$ cat config.mk
export PLATFORM = sky130hd
export DESIGN_NAME = hazard_ctrl
export DESIGN_NICKNAME = d
export VERILOG_FILES = /design/src/rtl/hazard_pkg.sv /design/src/rtl/hazard_ctrl_load_use_detect.sv /design/src/rtl/hazard_ctrl.sv
export SDC_FILE = /design/constraint.sdc
export NUM_CORES = 1
export LEC_CHECK = 0
export CORE_ASPECT_RATIO = 1.5
export CORE_UTILIZATION = 45
export DETAILED_ROUTE_END_ITERATION = 8
export HOLD_SLACK_MARGIN = 0.06
export MAX_ROUTING_LAYER = met4
export PLACE_DENSITY = 0.76
export SLEW_MARGIN = 20
export SYNTH_ARGS = -nofsm -noshare
export SYNTH_HDL_FRONTEND = slang
export SYNTH_SLANG_ARGS = --single-unit
export TNS_END_PERCENT = 20
$ cat constraint.sdc
create_clock -name clk -period 1.75 [get_ports clk]
set_input_delay 0.2625 -clock clk [delete_from_list [all_inputs] [get_ports clk]]
set_output_delay 0.2625 -clock clk [all_outputs]
set_load 0.005 [all_outputs]
$ cat src/rtl/hazard_pkg.sv
// Shared types and default sizes for the pipeline hazard controller.
package hazard_pkg;

  localparam int CNT_W_DEF    = 16;
  localparam int MAX_WAIT_DEF = 64;

  // Controller state; encoding 2'd3 is unused and recovers to RUN.
  typedef enum logic [1:0] {
    RUN       = 2'd0,
    LU_BUBBLE = 2'd1,
    MEM_WAIT  = 2'd2
  } hz_state_t;

endpackage

$ cat src/rtl/hazard_ctrl_load_use_detect.sv
// Load-use comparator: the load in EX targets a register that the ID
// instruction reads. r0 is never a real dependency.
module load_use_detect (
  input  logic       i_ex_mem_read,
  input  logic       i_ex_write_reg,
  input  logic [3:0] i_ex_rd,
  input  logic [3:0] i_id_rs,
  input  logic [3:0] i_id_rt,
  input  logic       i_id_uses_rs,
  input  logic       i_id_uses_rt,
  output logic       o_lu
);

  logic w_load_valid;
  logic w_rs_match;
  logic w_rt_match;

  assign w_load_valid = i_ex_mem_read && i_ex_write_reg && (i_ex_rd != 4'd0);
  assign w_rs_match   = i_id_uses_rs && (i_id_rs == i_ex_rd);
  assign w_rt_match   = i_id_uses_rt && (i_id_rt == i_ex_rd);
  assign o_lu         = w_load_valid && (w_rs_match || w_rt_match);

endmodule

$ cat src/rtl/hazard_ctrl.sv
// Pipeline hazard controller. Stall/flush outputs are Mealy and drive the
// pipeline-register enables directly; priority is mem_busy, load-use, branch.
// Reset forces every register to load a bubble (all enables and flushes high).
module hazard_ctrl
  import hazard_pkg::*;
#(
  parameter int CNT_W    = CNT_W_DEF,
  parameter int MAX_WAIT = MAX_WAIT_DEF
) (
  input  logic             clk,
  input  logic             rst,
  input  logic [3:0]       id_rs,
  input  logic [3:0]       id_rt,
  input  logic             id_uses_rs,
  input  logic             id_uses_rt,
  input  logic [3:0]       ex_rd,
  input  logic             ex_mem_read,
  input  logic             ex_WriteReg,
  input  logic             branch_taken,
  input  logic             mem_busy,
  output logic             pc_stall_n,
  output logic             if_id_stall_n,
  output logic             id_ex_stall_n,
  output logic             ex_mem_stall_n,
  output logic             if_id_flush,
  output logic             id_ex_flush,
  output logic [CNT_W-1:0] stall_count,
  output logic             mem_timeout,
  output logic [1:0]       hz_state
);

  localparam logic [CNT_W-1:0] CNT_ONE    = CNT_W'(1);
  localparam logic [CNT_W-1:0] CNT_MAX    = '1;
  localparam logic [31:0]      MAX_WAIT_U = 32'(MAX_WAIT);

  hz_state_t        r_state;
  hz_state_t        w_next_state;
  logic [CNT_W-1:0] r_stall_cnt;
  logic [CNT_W-1:0] r_wait_cnt;
  logic             r_timeout;

  logic             w_lu;
  logic             w_lu_eff;
  logic             w_illegal;
  logic             w_pc_stall_n;
  logic             w_if_id_stall_n;
  logic             w_id_ex_stall_n;
  logic             w_ex_mem_stall_n;
  logic             w_if_id_flush;
  logic             w_id_ex_flush;
  logic [31:0]      w_wait_inc;
  logic             w_wait_hit;

  load_use_detect u_lu (
    .i_ex_mem_read (ex_mem_read),
    .i_ex_write_reg(ex_WriteReg),
    .i_ex_rd       (ex_rd),
    .i_id_rs       (id_rs),
    .i_id_rt       (id_rt),
    .i_id_uses_rs  (id_uses_rs),
    .i_id_uses_rt  (id_uses_rt),
    .o_lu          (w_lu)
  );

  // In LU_BUBBLE the EX stage already holds the bubble, so the comparator
  // still sees the stale load and must be ignored for one cycle.
  assign w_illegal = (2'(r_state) == 2'd3);
  assign w_lu_eff  = w_lu && (r_state != LU_BUBBLE);

  // State register.
  always_ff @(posedge clk) begin
    if (rst) r_state <= RUN;
    else     r_state <= w_next_state;
  end

  // Next-state and Mealy stall/flush outputs, highest priority first.
  always_comb begin
    w_next_state     = RUN;
    w_pc_stall_n     = 1'b1;
    w_if_id_stall_n  = 1'b1;
    w_id_ex_stall_n  = 1'b1;
    w_ex_mem_stall_n = 1'b1;
    w_if_id_flush    = 1'b0;
    w_id_ex_flush    = 1'b0;
    if (rst) begin
      w_if_id_flush = 1'b1;
      w_id_ex_flush = 1'b1;
    end else if (mem_busy) begin
      w_pc_stall_n     = 1'b0;
      w_if_id_stall_n  = 1'b0;
      w_id_ex_stall_n  = 1'b0;
      w_ex_mem_stall_n = 1'b0;
      w_next_state     = MEM_WAIT;
    end else if (w_lu_eff) begin
      w_pc_stall_n    = 1'b0;
      w_if_id_stall_n = 1'b0;
      w_id_ex_flush   = 1'b1;
      w_next_state    = LU_BUBBLE;
    end else if (branch_taken) begin
      w_if_id_flush = 1'b1;
    end
    if (w_illegal) w_next_state = RUN;
  end

  // Saturating count of cycles in which the PC is held.
  always_ff @(posedge clk) begin
    if (rst)                                        r_stall_cnt <= '0;
    else if (!w_pc_stall_n && r_stall_cnt != CNT_MAX) r_stall_cnt <= r_stall_cnt + CNT_ONE;
  end

  assign w_wait_inc = 32'(r_wait_cnt) + 32'd1;
  assign w_wait_hit = (w_wait_inc >= MAX_WAIT_U);

  // Consecutive mem_busy counter and sticky timeout flag.
  always_ff @(posedge clk) begin
    if (rst) begin
      r_wait_cnt <= '0;
      r_timeout  <= 1'b0;
    end else if (mem_busy) begin
      if (r_wait_cnt != CNT_MAX) r_wait_cnt <= r_wait_cnt + CNT_ONE;
      if (w_wait_hit)            r_timeout  <= 1'b1;
    end else begin
      r_wait_cnt <= '0;
    end
  end

  assign pc_stall_n     = w_pc_stall_n;
  assign if_id_stall_n  = w_if_id_stall_n;
  assign id_ex_stall_n  = w_id_ex_stall_n;
  assign ex_mem_stall_n = w_ex_mem_stall_n;
  assign if_id_flush    = w_if_id_flush;
  assign id_ex_flush    = w_id_ex_flush;
  assign stall_count    = r_stall_cnt;
  assign mem_timeout    = r_timeout;
  assign hz_state       = 2'(r_state);

endmodule

==> results of run 1 <==
per-stage QoR:
stage | util (%) | std cells | instance area (um^2) | hold WS, ns | total power, mW
2_1_floorplan | - | 242 | 1930 | 0.354 | 0.904
3_3_place_gp | 68.6 | 372 | 2760 | 0.484 | 1.02
3_5_place_dp | 68.6 | 372 | 2760 | 0.506 | 1.02
4_1_cts | 73.0 | 384 | 2940 | 0.518 | 1.61
5_1_grt | 75.8 | 386 | 3050 | 0.460 | 1.68
6_report | 75.8 | 386 | 3050 | 0.445 | 1.62
layout make-up:
type / count / share of cell area, %
flip-flops and latches: 35 / 23.1
inverters: 4 / 0.492
repair buffers: 106 / 30.0
well taps: 45 / 1.84
clock buffers: 6 / 2.70
multi-input cells: 189 / 41.7
clock inverters: 1 / 0.164
registers in the layout, summed over array words and instances (netlist names):
register,cells
hz_state,2
mem_timeout,1
r_wait_cnt,16
stall_count,16
worst max-delay path by stage:
stage,endpoint,slack [ns],start
6_report,if_id_stall_n,-0.25,hz_state[0]$_SDFF_PP0_
2_1_floorplan,pc_stall_n,0.008,hz_state[0]$_SDFF_PP0_
3_3_place_gp,if_id_stall_n,-0.81,ex_rd[0]
4_1_cts,if_id_stall_n,-0.30,hz_state[0]$_SDFF_PP0_
3_5_place_dp,if_id_stall_n,-0.86,ex_rd[0]
5_1_grt,pc_stall_n,-0.30,hz_state[0]$_SDFF_PP0_
timing repair:
item                                    4_1_cts  5_1_grt
cloned                                        2        0
endpoints found under the setup margin       25       26
pin swaps                                    17       15
setup buffers                                 4        3
hold buffers                                  0        0
gates resized for setup                      58       28
power groups by stage:
| stage | clock network [mW] | registers, mW | logic (mW) |
|---|---|---|---|
| finish | 0.589 | 0.813 | 0.219 |
| detailed placement | 0 | 0.829 | 0.193 |
| CTS | 0.602 | 0.812 | 0.200 |
| floorplan | 0 | 0.832 | 0.0719 |
| global placement | 0 | 0.828 | 0.187 |
| global route | 0.632 | 0.813 | 0.234 |
critical path, delay by kind of cell, from the launching register on:
family                 cells  cell delay (ns)
buffers and inverters      3             0.33
DFF                        1             0.32
and+or+nand+nor            5             0.80
metal layers:
layer | wire length [um] | vias up | track usage, %
met5 | 0 | - | -
met4 | 186 | 0 | 14.2
met3 | 225 | 20 | 4.36
met2 | 3350 | 63 | 52.2
met1 | 2120 | 1034 | 23.1
li1 | - | 1073 | -
synth_stat cells, drive strengths merged:
| cell type | count |
|---|---|
| nor4 | 1 |
| dfxtp | 35 |
| inv | 4 |
| or2 | 3 |
| ha | 2 |
| and4 | 3 |
| o32ai | 1 |
| a2111oi | 1 |
| nand4 | 11 |
| and3 | 4 |
| or3 | 10 |
| a311oi | 1 |
| nor2b | 2 |
| or4bb | 1 |
| a21oi | 20 |
| xor2 | 12 |
| buf | 9 |
| xnor2 | 11 |
| o31ai | 4 |
| o21ai | 14 |
| nand2b | 1 |
| o2111ai | 1 |
| o311a | 1 |
| or4 | 6 |
| a222oi | 1 |
| a31oi | 1 |
| nand3 | 12 |
| nand2 | 26 |
| a211oi | 1 |
| o21bai | 1 |
| clkbuf | 5 |
| nor2 | 22 |
| nor3 | 11 |
| mux2i | 3 |
| nor4b | 1 |
kinds of logic (layout without fill, tap and decap cells):
logic type	Yosys count	in the layout	synth area share, %
adders and majority gates	2	2	1.30
DFF	35	35	36.3
xor gates and xnor gates	23	23	10.4
and+or+nand+nor	114	114	31.0
muxes	3	3	1.55
AOI/OAI and AO/OA	47	47	14.6
buffers and inverters	18	117	4.92
==> metrics.md, run 1 <==
| Metric | Value |
|---|---|
| Crit path required time | `1.49 ns` |
| Area leader, netlist | `dfxtp_1` |
| Top post-synthesis cells by area | `dfxtp_1, xor2_1, a21oi_1` |
| Syn Area/Cell | `between 7 and 8 um^2` |
| Clock latency on the worst-skew pair | `0.29 ns` |
| Max FO, Critical Path | `2` |
| Worst r2r src | `hz_state[0]$_SDFF_PP0_` |
| CTS tree | `built` |
| Max Cap Viol | `0` |
| CP arrival | `between 1.5 and 2 ns` |
| Setup crit start kind | `flop` |
| Die ar. | `around 4600 um^2` |
| Drt wl/cell | `approximately 15 um` |
| Setup TNS | `-1.34 ns` |
| Setup Crit Path Kind | `reg -> out` |
| Net switching power | `approximately 390 uW` |
| H-tree levels | `2` |
| Lkg Pwr | `approximately 1.2 nW` |
| CP Cell Sequence | `nor2b_4, nor3_2, and4_4, buf_6, nor3_4, buf_6, or2_4, buf_6` |
| Share of layout cells above drive strength 1 | `between 30% and 40%` |
| Reg power frac | `between 50% and 60%` |
| Comb power frac | `13.5%` |
| Hold Crit Class | `in -> reg` |
| Commonest non-fill, non-tap cell in the layout | `buf_4` |
| Hold Path End | `stall_count[9]$_SDFFE_PP0P_` |
| Commonest cells after routing, fill and taps aside | `buf_4, dfxtp_1, clkdlybuf4s50_1, nand2_1, nor2_1` |
| Die Y | `~80 um` |
| R2R Path End | `stall_count[6]$_SDFFE_PP0P_` |
| Syn_nets | `264` |
| P_int | `roughly 1.2 mW` |
| Gp weighted congestion | `a little under 0.9` |
| Fin worst setup slack | `-0.247 ns` |
| Vias in the first global route | `2155` |
| Core Footprint | `between 4000 and 5000 um^2` |
| Dpl ws | `-0.859 ns` |
| Final setup violating endpoints | `18` |
| IO Pins | `45` |
| Switching power share of the total | `a little under a quarter` |
| Register area | `just over 700 um^2` |
| Final Critical Period | `around 2 ns` |
| Area Growth Syn to Fin | `58.1%` |
| Worst-Margin Slew | `0.332 ns` |
| Setup repair after global routing missed its margin | `true` |
| Post-Route WL | `around 5.9 mm` |
| Post-synthesis sequential area ratio | `a little over a third` |
| Diode count | `0` |
| Num CTS Buffers | `5` |
| Clock transition at path regs | `approximately 0.070 ns` |
| Outcome | `finished with violations` |
| Syn Inst Count | `242` |
| Max stage delay cell, worst path | `dfxtp_2` |
| DR vias | `approximately 2200` |
| Power per cell area | `531 nW/um^2` |
| Synth top area share | `approximately 36%` |
| DRC | `0` |
| Clk root buf | `clkbuf_8` |
| Count of final hold-check violations | `0` |
| Initial antenna violation count | `0` |
| Reg2Reg Setup Slack | `-0.11 ns` |
| CP most frequent cell | `buf_6` |
| Total GRT Usage | `26.0%` |
| Die width | `between 50 and 60 um` |
| Hold Startpoint | `rst` |
| Clock skew | `between 0.006 and 0.007 ns` |
| Gr ovfl total | `0` |
| Critical Path Sink Type | `primary output` |
| Multi-input logic area | `1270 um^2` |
| Pin count of the biggest net entering global routing | `11` |
| Worst r2r path cells | `8` |
| First-pass GRT wire length | `9.09 mm` |
| Post-Syn Area | `1930 um^2` |
| Distinct cells, synth | `45` |
| DRT Pass-1 Iters | `7` |
| Peak supply drop | `between 0.5 and 0.6 mV` |
| Max incr delay on CP | `0.32 ns` |
| Highest clock rate | `about 500 MHz` |
| Register bit count reported by yosys | `35` |
| Crit share post-route | `114%` |
| Clock sinks | `35` |
| HPWL after DPL | `~4.1 mm` |
| Fill count | `between 200 and 300` |
| DR iter-0 viols | `between 70 and 80` |
| PortBufs | `44` |
| Post-DRT Antenna Nets | `0` |
| Worst hold path cell count | `3` |
| Std cell rows | `28` |
| Worst slew margin | `between 70% and 80%` |
| Failing checks | `negative setup slack` |
| Nets@finish | `between 300 and 400` |
| CTS Buffer Depth | `2` |
| Vias/cell | `approximately 5.7` |
| Clk pwr share | `about 36%` |
| Synth warn | `0` |
| Initial Utilization | `a little under half` |
| Pins Over Slew Limit | `0` |
No activity file was read; power rests on OpenSTA's default activity.
==> run 2, diff against run 1 <==
--- a/config.mk
+++ b/config.mk
@@ -6,11 +6,11 @@
 export NUM_CORES = 1
 export LEC_CHECK = 0
 export CORE_ASPECT_RATIO = 1.5
-export CORE_UTILIZATION = 45
+export CORE_UTILIZATION = 53
 export DETAILED_ROUTE_END_ITERATION = 8
 export HOLD_SLACK_MARGIN = 0.06
 export MAX_ROUTING_LAYER = met4
-export PLACE_DENSITY = 0.76
+export PLACE_DENSITY = 0.84
 export SLEW_MARGIN = 20
 export SYNTH_ARGS = -nofsm -noshare
 export SYNTH_HDL_FRONTEND = slang
==> constraint.sdc (replaced) <==
create_clock -name clk -period 2.4 [get_ports clk]
set_input_delay 0.36 -clock clk [delete_from_list [all_inputs] [get_ports clk]]
set_output_delay 0.36 -clock clk [all_outputs]
set_load 0.005 [all_outputs]
==> run 2 against run 1 <==
The run now ends clean. Register-to-register slack gained 0.47 ns. Global-route usage is 0.85 points higher. Via count fell by 12%. Worst setup slack gained 0.30 ns. Power down 27%. Critical endpoint unchanged. Largest cell class unchanged.
==> metrics.md, run 2 (synthesis gave the netlist of run 1 again) <==
| Metric | Value |
|---|---|
| Outcome | `finished, final reports clean` |
| Lkg Pwr | `0.864 nW` |
| Crit share post-route | `between 90 and 100%` |
| Dpl ws | `-0.333 ns` |
| Num CTS Buffers | `5` |
| Initial antenna violation count | `0` |
| Fill count | `~270` |
| Clk root buf | `clkbuf_8` |
| Placed cells | `326` |
| Die Y | `roughly 76 um` |
| Pins Over Slew Limit | `0` |
| Post-DRT Antenna Nets | `0` |
| Non-filler instance count after layout | `~330` |
| Commonest non-fill, non-tap cell in the layout | `clkdlybuf4s50_1` |
| PortBufs | `between 40 and 50` |
| CTS Buffer Depth | `2` |
| Commonest cells after routing, fill and taps aside | `clkdlybuf4s50_1, dfxtp_1, nand2_1, nor2_1, a21oi_1` |
| Total GRT Usage | `around 27%` |
| Worst slew margin | `about two thirds` |
| Gr ovfl total | `0` |
| Vias/cell | `5.78` |
| Clock latency on the worst-skew pair | `a little under 0.3 ns` |
| Register area | `701 um^2` |
| Final setup violating endpoints | `0` |
| Hold Crit Class | `reg -> reg` |
| Peak supply drop | `~0.53 mV` |
| Share of layout cells above drive strength 1 | `9.59%` |
| Core Footprint | `between 3000 and 4000 um^2` |
| Clock sinks | `35` |
| Layout Utilization | `74.3%` |
| DR iter-0 viols | `39` |
| DRC | `0` |
| H-tree levels | `2` |
| Post-Route WL | `~4.7 mm` |
| First-pass GRT wire length | `between 7 and 8 mm` |
| Initial Utilization | `56.0%` |
| Gp weighted congestion | `0.905` |
| Worst-Margin Slew | `slightly below 0.5 ns` |
| DRT Pass-1 Iters | `4` |
| Die ar. | `approximately 3900 um^2` |
| Area Growth Syn to Fin | `32.6%` |
| Post-CTS Setup Bufs | `0` |
| DR vias | `~1900` |
| HPWL after DPL | `3.43 mm` |
| Setup Crit Path Kind | `in -> out` |
| Max FO, Critical Path | `3` |
| Vias in the first global route | `roughly 1800` |
| Drt wl/cell | `roughly 14 um` |
| Diode count | `0` |
| Multi-input logic area | `roughly 1200 um^2` |
| Nets@finish | `~310` |
| CTS tree | `built` |
| Fin worst setup slack | `~0.054 ns` |
| Highest clock rate | `approximately 430 MHz` |
| Critical Path Sink Type | `primary output` |
| CP Cell Sequence | `clkdlybuf4s50_1, xor2_1, nor3_2, and4_4, nor3_4, or2_2, dlygate4sd2_1` |
| Count of final hold-check violations | `0` |
| Pin count of the biggest net entering global routing | `21` |
| Crit path required time | `approximately 2 ns` |
| Reg2Reg Setup Slack | `~0.36 ns` |
| Max Cap Viol | `0` |
| Power per cell area | `roughly 460 nW/um^2` |
| Final Critical Period | `between 2 and 2.5 ns` |
| Clock transition at path regs | `0.07 ns` |
| Clock skew | `0.00501 ns` |
| Max stage delay cell, worst path | `clkdlybuf4s50_1` |
| Pwr Total | `1.19 mW` |
| CP arrival | `~2.0 ns` |
| IO Pins | `45` |
| Post-CTS Hold Fix Bufs | `0` |
| Worst hold slack | `slightly below 0.5 ns` |
| Std cell rows | `26` |
| Setup crit start kind | `primary input` |
| Die width | `slightly above 50 um` |
| Max incr delay on CP | `slightly above 0.4 ns` |
==> run 2: final cells by class <==
type	instances	share of cell area, %
Multi-Input combinational cell	189	45.3
Sequential cell	35	27.4
Timing Repair Buffer	56	20.8
Clock buffer	8	3.91
Tap cell	42	2.05
Inverter	4	0.586
==> run 2: stage by stage <==
stage,instance area [um^2],setup TNS (ns)
3_3_place_gp,2450,-1.41
2_1_floorplan,1930,0
5_1_grt,2560,-0.0446
3_5_place_dp,2450,-1.78
4_1_cts,2550,0
6_report,2560,0
==> run 2: layer usage <==
metal / global-route usage, % / routed length [um] / part of all wire (%) / up-vias
met5: - / 0 / 0 / -
met4: 11.6 / 106 / 2.2 / 0
met3: 7.03 / 186 / 3.9 / 11
met2: 48.7 / 2630 / 56 / 45
met1: 25.6 / 1800 / 38 / 902
li1: - / - / - / 974
==> run 2: path summary, 6_finish.rpt <==
kind,to,cells past startpoint,start
setup / recovery,if_id_stall_n,7,id_rs[0]
hold / removal,hz_state[1]$_SDFF_PP0_,1,hz_state[0]$_SDFF_PP0_
setup reg to reg,stall_count[6]$_SDFFE_PP0P_,9,hz_state[0]$_SDFF_PP0_
hold reg to reg,hz_state[1]$_SDFF_PP0_,1,hz_state[0]$_SDFF_PP0_
==> run 2: worst max-delay path, delay by kind of cell <==
family                    cells  cell delay (ns)
and+or+nand+nor               4             0.80
buffers and inverters         2             0.67
xor gates and xnor gates      1             0.16
==> run 2: repair_timing <==
action | in CTS | in global routing
resized for setup | 11 | 4
endpoints found under the hold margin | 0 | 0
endpoints found under the setup margin | 4 | 3
pin swaps | 5 | 0
==> run 2: power breakdown <==
part	total (mW)	switching, mW	internal, mW
Clock	0.469	0.207	0.262
Combinational	0.127	0.0551	0.0718
Sequential	0.594	0.00682	0.587
Total	1.19	0.269	0.921
==> run 3, diff against run 2 <==
--- a/config.mk
+++ b/config.mk
@@ -5,6 +5,7 @@
 export SDC_FILE = /design/constraint.sdc
 export NUM_CORES = 1
 export LEC_CHECK = 0
+export CAP_MARGIN = 0
 export CORE_ASPECT_RATIO = 1.5
 export CORE_UTILIZATION = 53
 export DETAILED_ROUTE_END_ITERATION = 8
==> results of run 3 <==
The final DEF is identical to that of run 2; final timing and power are the same.
